`src/rtl/seq_gen_serial.sv`:
```
// ----------------------------------------------------------------------------
// seq_gen_serial
//   Serial bit-pattern generator. On an accepted start it latches a parallel
//   pattern, a length and a repeat count. It then shifts pattern[len-1]
//   down to pattern[0] out on x, one bit per clock, with valid qualifying
//   every bit. The pass is repeated rpt+1 times back to back with no gap,
//   and a single done cycle follows.
//
// Ports
//   clk      in   system clock, rising edge
//   rst      in   asynchronous active-low reset
//   start    in   request strobe, honoured only in IDLE
//   pattern  in   [WIDTH-1:0] bits to send, pattern[len-1] first
//   len      in   [LEN_W-1:0] bits per pass, legal 1..WIDTH
//   rpt      in   [RPT_W-1:0] extra passes (total passes = rpt+1)
//   x        out  serial data, 0 when valid=0
//   valid    out  x carries a pattern bit
//   busy     out  stream in progress, through the done cycle
//   done     out  one-cycle pulse after the final bit
//   err      out  one-cycle pulse for a start rejected for illegal len
// ----------------------------------------------------------------------------
module seq_gen_serial #(
    parameter  int WIDTH = 8,
    parameter  int RPT_W = 4,
    localparam int LEN_W = $clog2(WIDTH) + 1
) (
    input  logic             clk,
    input  logic             rst,
    input  logic             start,
    input  logic [WIDTH-1:0] pattern,
    input  logic [LEN_W-1:0] len,
    input  logic [RPT_W-1:0] rpt,
    output logic             x,
    output logic             valid,
    output logic             busy,
    output logic             done,
    output logic             err
);

    typedef enum logic [1:0] {
        S_IDLE  = 2'd0,
        S_SHIFT = 2'd1,
        S_DONE  = 2'd2
    } state_t;

    state_t           state_q, state_d;
    logic [WIDTH-1:0] sr_q, sr_d;       // bits still to send this pass, next bit at MSB
    logic [LEN_W-1:0] cnt_q, cnt_d;     // bits left in this pass, including the one on x
    logic [RPT_W-1:0] pass_q, pass_d;   // passes left after the current one
    logic [WIDTH-1:0] pat_q, pat_d;     // latched copy for reloading between passes
    logic [LEN_W-1:0] len_q, len_d;
    logic             x_q, x_d;
    logic             valid_q, valid_d;
    logic             busy_q, busy_d;
    logic             done_q, done_d;
    logic             err_q, err_d;

    logic [WIDTH-1:0] load_new;         // incoming pattern, first bit moved to the MSB
    logic [WIDTH-1:0] load_rep;         // latched pattern, first bit moved to the MSB
    logic             len_ok;

    // Left-justify the active bits so the first bit to send is at the MSB.
    function automatic logic [WIDTH-1:0] align_msb(input logic [WIDTH-1:0] p,
                                                   input logic [LEN_W-1:0] l);
        return p << (WIDTH - int'(l));
    endfunction

    assign load_new = align_msb(pattern, len);
    assign load_rep = align_msb(pat_q, len_q);
    assign len_ok   = (len != '0) && (len <= LEN_W'(WIDTH));

    always_comb begin
        // NOTE: every variable gets a default before any branch so no path
        // leaves one unassigned, which would infer a latch.
        state_d = state_q;
        sr_d    = sr_q;
        cnt_d   = cnt_q;
        pass_d  = pass_q;
        pat_d   = pat_q;
        len_d   = len_q;
        x_d     = 1'b0;
        valid_d = 1'b0;
        busy_d  = 1'b0;
        done_d  = 1'b0;
        err_d   = 1'b0;

        unique case (state_q)
            S_IDLE: begin
                if (start && len_ok) begin
                    // The first bit goes straight onto x so it appears the
                    // cycle after acceptance; the shifter holds the rest.
                    pat_d   = pattern;
                    len_d   = len;
                    pass_d  = rpt;
                    x_d     = load_new[WIDTH-1];
                    sr_d    = load_new << 1;
                    cnt_d   = len;
                    valid_d = 1'b1;
                    busy_d  = 1'b1;
                    state_d = S_SHIFT;
                end else if (start) begin
                    err_d = 1'b1;
                end
            end

            S_SHIFT: begin
                if (cnt_q != LEN_W'(1)) begin
                    x_d     = sr_q[WIDTH-1];
                    sr_d    = sr_q << 1;
                    cnt_d   = cnt_q - LEN_W'(1);
                    valid_d = 1'b1;
                    busy_d  = 1'b1;
                end else if (pass_q != '0) begin
                    // Last bit of a non-final pass: reload so the next pass
                    // starts on the very next cycle.
                    pass_d  = pass_q - RPT_W'(1);
                    x_d     = load_rep[WIDTH-1];
                    sr_d    = load_rep << 1;
                    cnt_d   = len_q;
                    valid_d = 1'b1;
                    busy_d  = 1'b1;
                end else begin
                    busy_d  = 1'b1;
                    done_d  = 1'b1;
                    state_d = S_DONE;
                end
            end

            S_DONE: begin
                state_d = S_IDLE;
            end

            default: begin
                state_d = S_IDLE;
            end
        endcase
    end

    always_ff @(posedge clk or negedge rst) begin
        if (!rst) begin
            state_q <= S_IDLE;
            sr_q    <= '0;
            cnt_q   <= '0;
            pass_q  <= '0;
            pat_q   <= '0;
            len_q   <= '0;
            x_q     <= 1'b0;
            valid_q <= 1'b0;
            busy_q  <= 1'b0;
            done_q  <= 1'b0;
            err_q   <= 1'b0;
        end else begin
            // NOTE: non-blocking assignments so every flop samples the values
            // from before this edge, independent of statement order.
            state_q <= state_d;
            sr_q    <= sr_d;
            cnt_q   <= cnt_d;
            pass_q  <= pass_d;
            pat_q   <= pat_d;
            len_q   <= len_d;
            x_q     <= x_d;
            valid_q <= valid_d;
            busy_q  <= busy_d;
            done_q  <= done_d;
            err_q   <= err_d;
        end
    end

    assign x     = x_q;
    assign valid = valid_q;
    assign busy  = busy_q;
    assign done  = done_q;
    assign err   = err_q;

endmodule
```
`config.mk`:
```
export PLATFORM = sky130hd
export DESIGN_NAME = seq_gen_serial
export DESIGN_NICKNAME = d
export VERILOG_FILES = /design/src/rtl/seq_gen_serial.sv
export SDC_FILE = /design/constraint.sdc
export NUM_CORES = 1
export LEC_CHECK = 0
export BUFFER_PORTS_ARGS = -buffer_cell sky130_fd_sc_hd__buf_2
export CAP_MARGIN = 20
export CORE_MARGIN = 1
export CORE_UTILIZATION = 55
export CTS_CLUSTER_DIAMETER = 100
export DETAILED_ROUTE_END_ITERATION = 8
export GPL_TIMING_DRIVEN = 0
export PLACE_DENSITY = 0.86
export SYNTH_ARGS = -nofsm -noshare
export SYNTH_HDL_FRONTEND = slang
export SYNTH_SLANG_ARGS = --single-unit
```
`constraint.sdc`:
```
create_clock -name clk -period 2.6 [get_ports clk]
set_clock_uncertainty 0.15 [all_clocks]
set_input_delay 0.26 -clock clk [delete_from_list [all_inputs] [get_ports clk]]
set_output_delay 0.26 -clock clk [all_outputs]
set_load 0.005 [all_outputs]
```
==> flow_summary.toml <==
[setup_path]
reg2reg_setup_slack_ps = 110
rr_startpoint = "len_q[0]$_DFFE_PN0P_"
path_cells = "buf_2, inv_1, ha_1, nand2b_2, a21oi_1, a211oi_1, nor3_1, a2111o_1"
crit_buf_inv = 2
worstSetupPathType = "reg2reg"
path_delay_family = "compound AO/OA/AOI/OAI gates"
required_ps = 2620
cp_max_fo = 10
worstSetupStartpointType = "flop"
rr_worst_depth = 8
cp_slowest_stage_delay_ps = 360
cp_slowest_cell = "dfrtp_1"
cp-end-kind = "flop"
rr_endpoint = "x$_DFF_PN0_"
crit_arrival_ps = 2510

[routing]
vias_per_cell = 6.30
wirelength_met1_um = 2440
post-route-drc-count = 0
first_pass_iters = 4
wl_met3_um = 389
wl_met2_um = 2690
routed_wl_um = 5620
antenna_left = 0
dr.max_layer_used = "met4"
wl_per_cell_um = 16.9
dr.first_iter.drc_count = 157
vias = 2097

[die]
die_w_um = 67.4
initial_core_util_pct = 57.9
core_region_area_um2 = 4060
io-pin-count = 24
fp.dieH_um = 67.4
die_area_um2 = 4540
std_cell_rows = 23

[yosys]
synth_edf_count = 0
ys_seq_area_share_pct = 36.2
yosysWarnings = 0
yosys.cell_types.count = 52
syn-cell-area_um2 = 2350
syn_nets = 280
synthCells = 256
avgSynthCellArea_um2 = 9.18
async_reset_ff_share_pct = 100
synth_ff_type = "dfrtp_1"
ys_seq_elements = 34

[clocking]
cts_sinks = 34
clock_path_buffers = 2
clk_latency_ps = 290
post_cts_buffers = 0
ctsRootBufferMaster = "clkbuf_8"
cts_buffers = 5
cts_tree = "yes"
h-tree-depth = 2
cts.clk_slew.worst_paths_ps = 70

[place]
place_area_um2 = 2520
post-place-ws_ps = -98.1
place_hpwl_um = 4170
io_buffers = 21
place_congestion = 0.874

[cells_and_area]
finish.utilization_pct = 65.3
final_cell_mix = "dfrtp_1 (34), buf_2 (28), nand2_1 (21)"
design_area_um2 = 2650
layout.nets = 307
drive_gt1_share_pct = 22.6
n_antenna_cell = 0
final_common_cell = "dfrtp_1"
syn_to_final_growth_pct = 12.7

[power_and_ir_drop]
power.density_nw_per_um2 = 1150
pwr-share-seq_pct = 31.5
p_clk_share_pct = 16.5
ir_worst_vdd_v = 0.000546
p_comb_share_pct = 51.9
leakagePower_nw = 1.11
p_int_mw = 1.75
p_sw_share_pct = 42.3
p_sw_mw = 1.29

[global_routing]
antenna_found_initial = 0
grt_pass1_wl_um = 9040
gr-usage-all-layers_pct = 27.1
grt_pass1_vias = 1927
grt_max_degree = 35
grt_overflow = 0

[sta]
layout_setup_ws_ps = 107
max_freq_mhz = 401
maxSlewHeadroom_pct = 49.2
rsz0062_at_grt = "false"
final-setup-viol-count = 0
hold_viol_final = 0
fin_crit_sh_pct = 95.9
tightest_slew_ps = 762
period_minus_slack_ps = 2490
maxSlewViolCount = 0
hold_slack_ps = 51.7

[worst_hold_path]
hold_end = "pass_q[0]$_DFFE_PN0P_"
min_path_type = "in2reg"
hold_path.startpoint = "rpt[0]"
whs_path_depth = 3

[flow_run]
max_cap_viol_count = 0

[status]
outcome = "complete, no violations"
==> logic make-up after synthesis <==
logic type                 Yosys count  synth area share (%)
AOI/OAI and AO/OA                   75                  22.2
xor gates and xnor gates             4                  1.49
adders and majority gates            5                  2.66
buffers and inverters               32                  5.80
DFF                                 34                  36.2
muxes                               29                  14.6
and+or+nand+nor                     77                  17.0
==> flip-flops by register name, indices dropped and copies added (netlist names) <==
name     flops
pat_q        8
sr_q         7
cnt_q        4
len_q        4
pass_q       4
state_q      2
busy         1
done         1
err          1
valid        1
x            1
==> repair_timing <==
item                                    4_1_cts  5_1_grt
gates resized for setup                       0        3
endpoints found under the setup margin        1        6
pin swaps                                     0        1
endpoints found under the hold margin        34        0
hold buffers                                  1        0
gates cloned                                  0        0
==> stage by stage <==
stage	std cells	setup TNS, ps	power [mW]
global placement	327	-76.8	2.42
global route	333	0	3.25
CTS	334	0	2.98
detailed placement	327	-168	2.48
floorplan	256	0	2.12
finish	333	0	3.04
==> per-layer routing <==
metal / vias to the layer above / global-route usage (%)
li1: 996 / -
met1: 1010 / 36.0
met2: 78 / 43.6
met3: 13 / 5.74
met4: 0 / 9.04
met5: - / 0
==> cells in the mapped netlist (7+ instances only) <==
cell type / instances / share of area [%]
a21oi_1: 13 / 2.8
buf_2: 7 / 1.5
clkbuf_1: 11 / 1.8
dfrtp_1: 34 / 36
inv_1: 13 / 2.1
mux2_2: 13 / 6.2
mux2i_1: 13 / 5.5
nand2_1: 21 / 3.4
nor2_1: 16 / 2.6
nor3_1: 10 / 2.1
o21ai_0: 18 / 3.8
==> power groups by stage <==
stage / clock network, mW / registers [mW] / logic [mW]
after floorplan: 0 / 0.910 / 1.21
after global routing: 0.531 / 0.986 / 1.73
after global placement: 0 / 0.946 / 1.47
after detailed placement: 0 / 0.962 / 1.52
final: 0.502 / 0.958 / 1.58
after CTS: 0.501 / 0.952 / 1.52
==> worst max-delay path by stage <==
stage	from	end	slack [ps]	cells past startpoint
floorplan	len[0]	x$_DFF_PN0_	140	9
global placement	len[1]	x$_DFF_PN0_	-80	9
detailed placement	len[1]	x$_DFF_PN0_	-100	9
CTS	len_q[0]$_DFFE_PN0P_	sr_q[7]$_DFFE_PN0P_	10	9
global route	state_q[1]$_DFFE_PN0P_	pat_q[4]$_DFFE_PN0P_	30	6
finish	len_q[0]$_DFFE_PN0P_	x$_DFF_PN0_	110	8
==> tightest hold or removal path, stage by stage <==
cell	delay, ps
buf_2	70
nand3_1	60
nand2_1	70
==> area by class of cell <==
cell class	count	area, µm²
buffer	17	80.1
clock buffer	6	82.6
clock inverter	1	30.0
fill	322	1410
inverter	13	48.8
multi-input combinational	190	1380
sequential	34	851
tap	50	62.6
timing repair buffer	22	115
(Power assumes the default switching activity.)
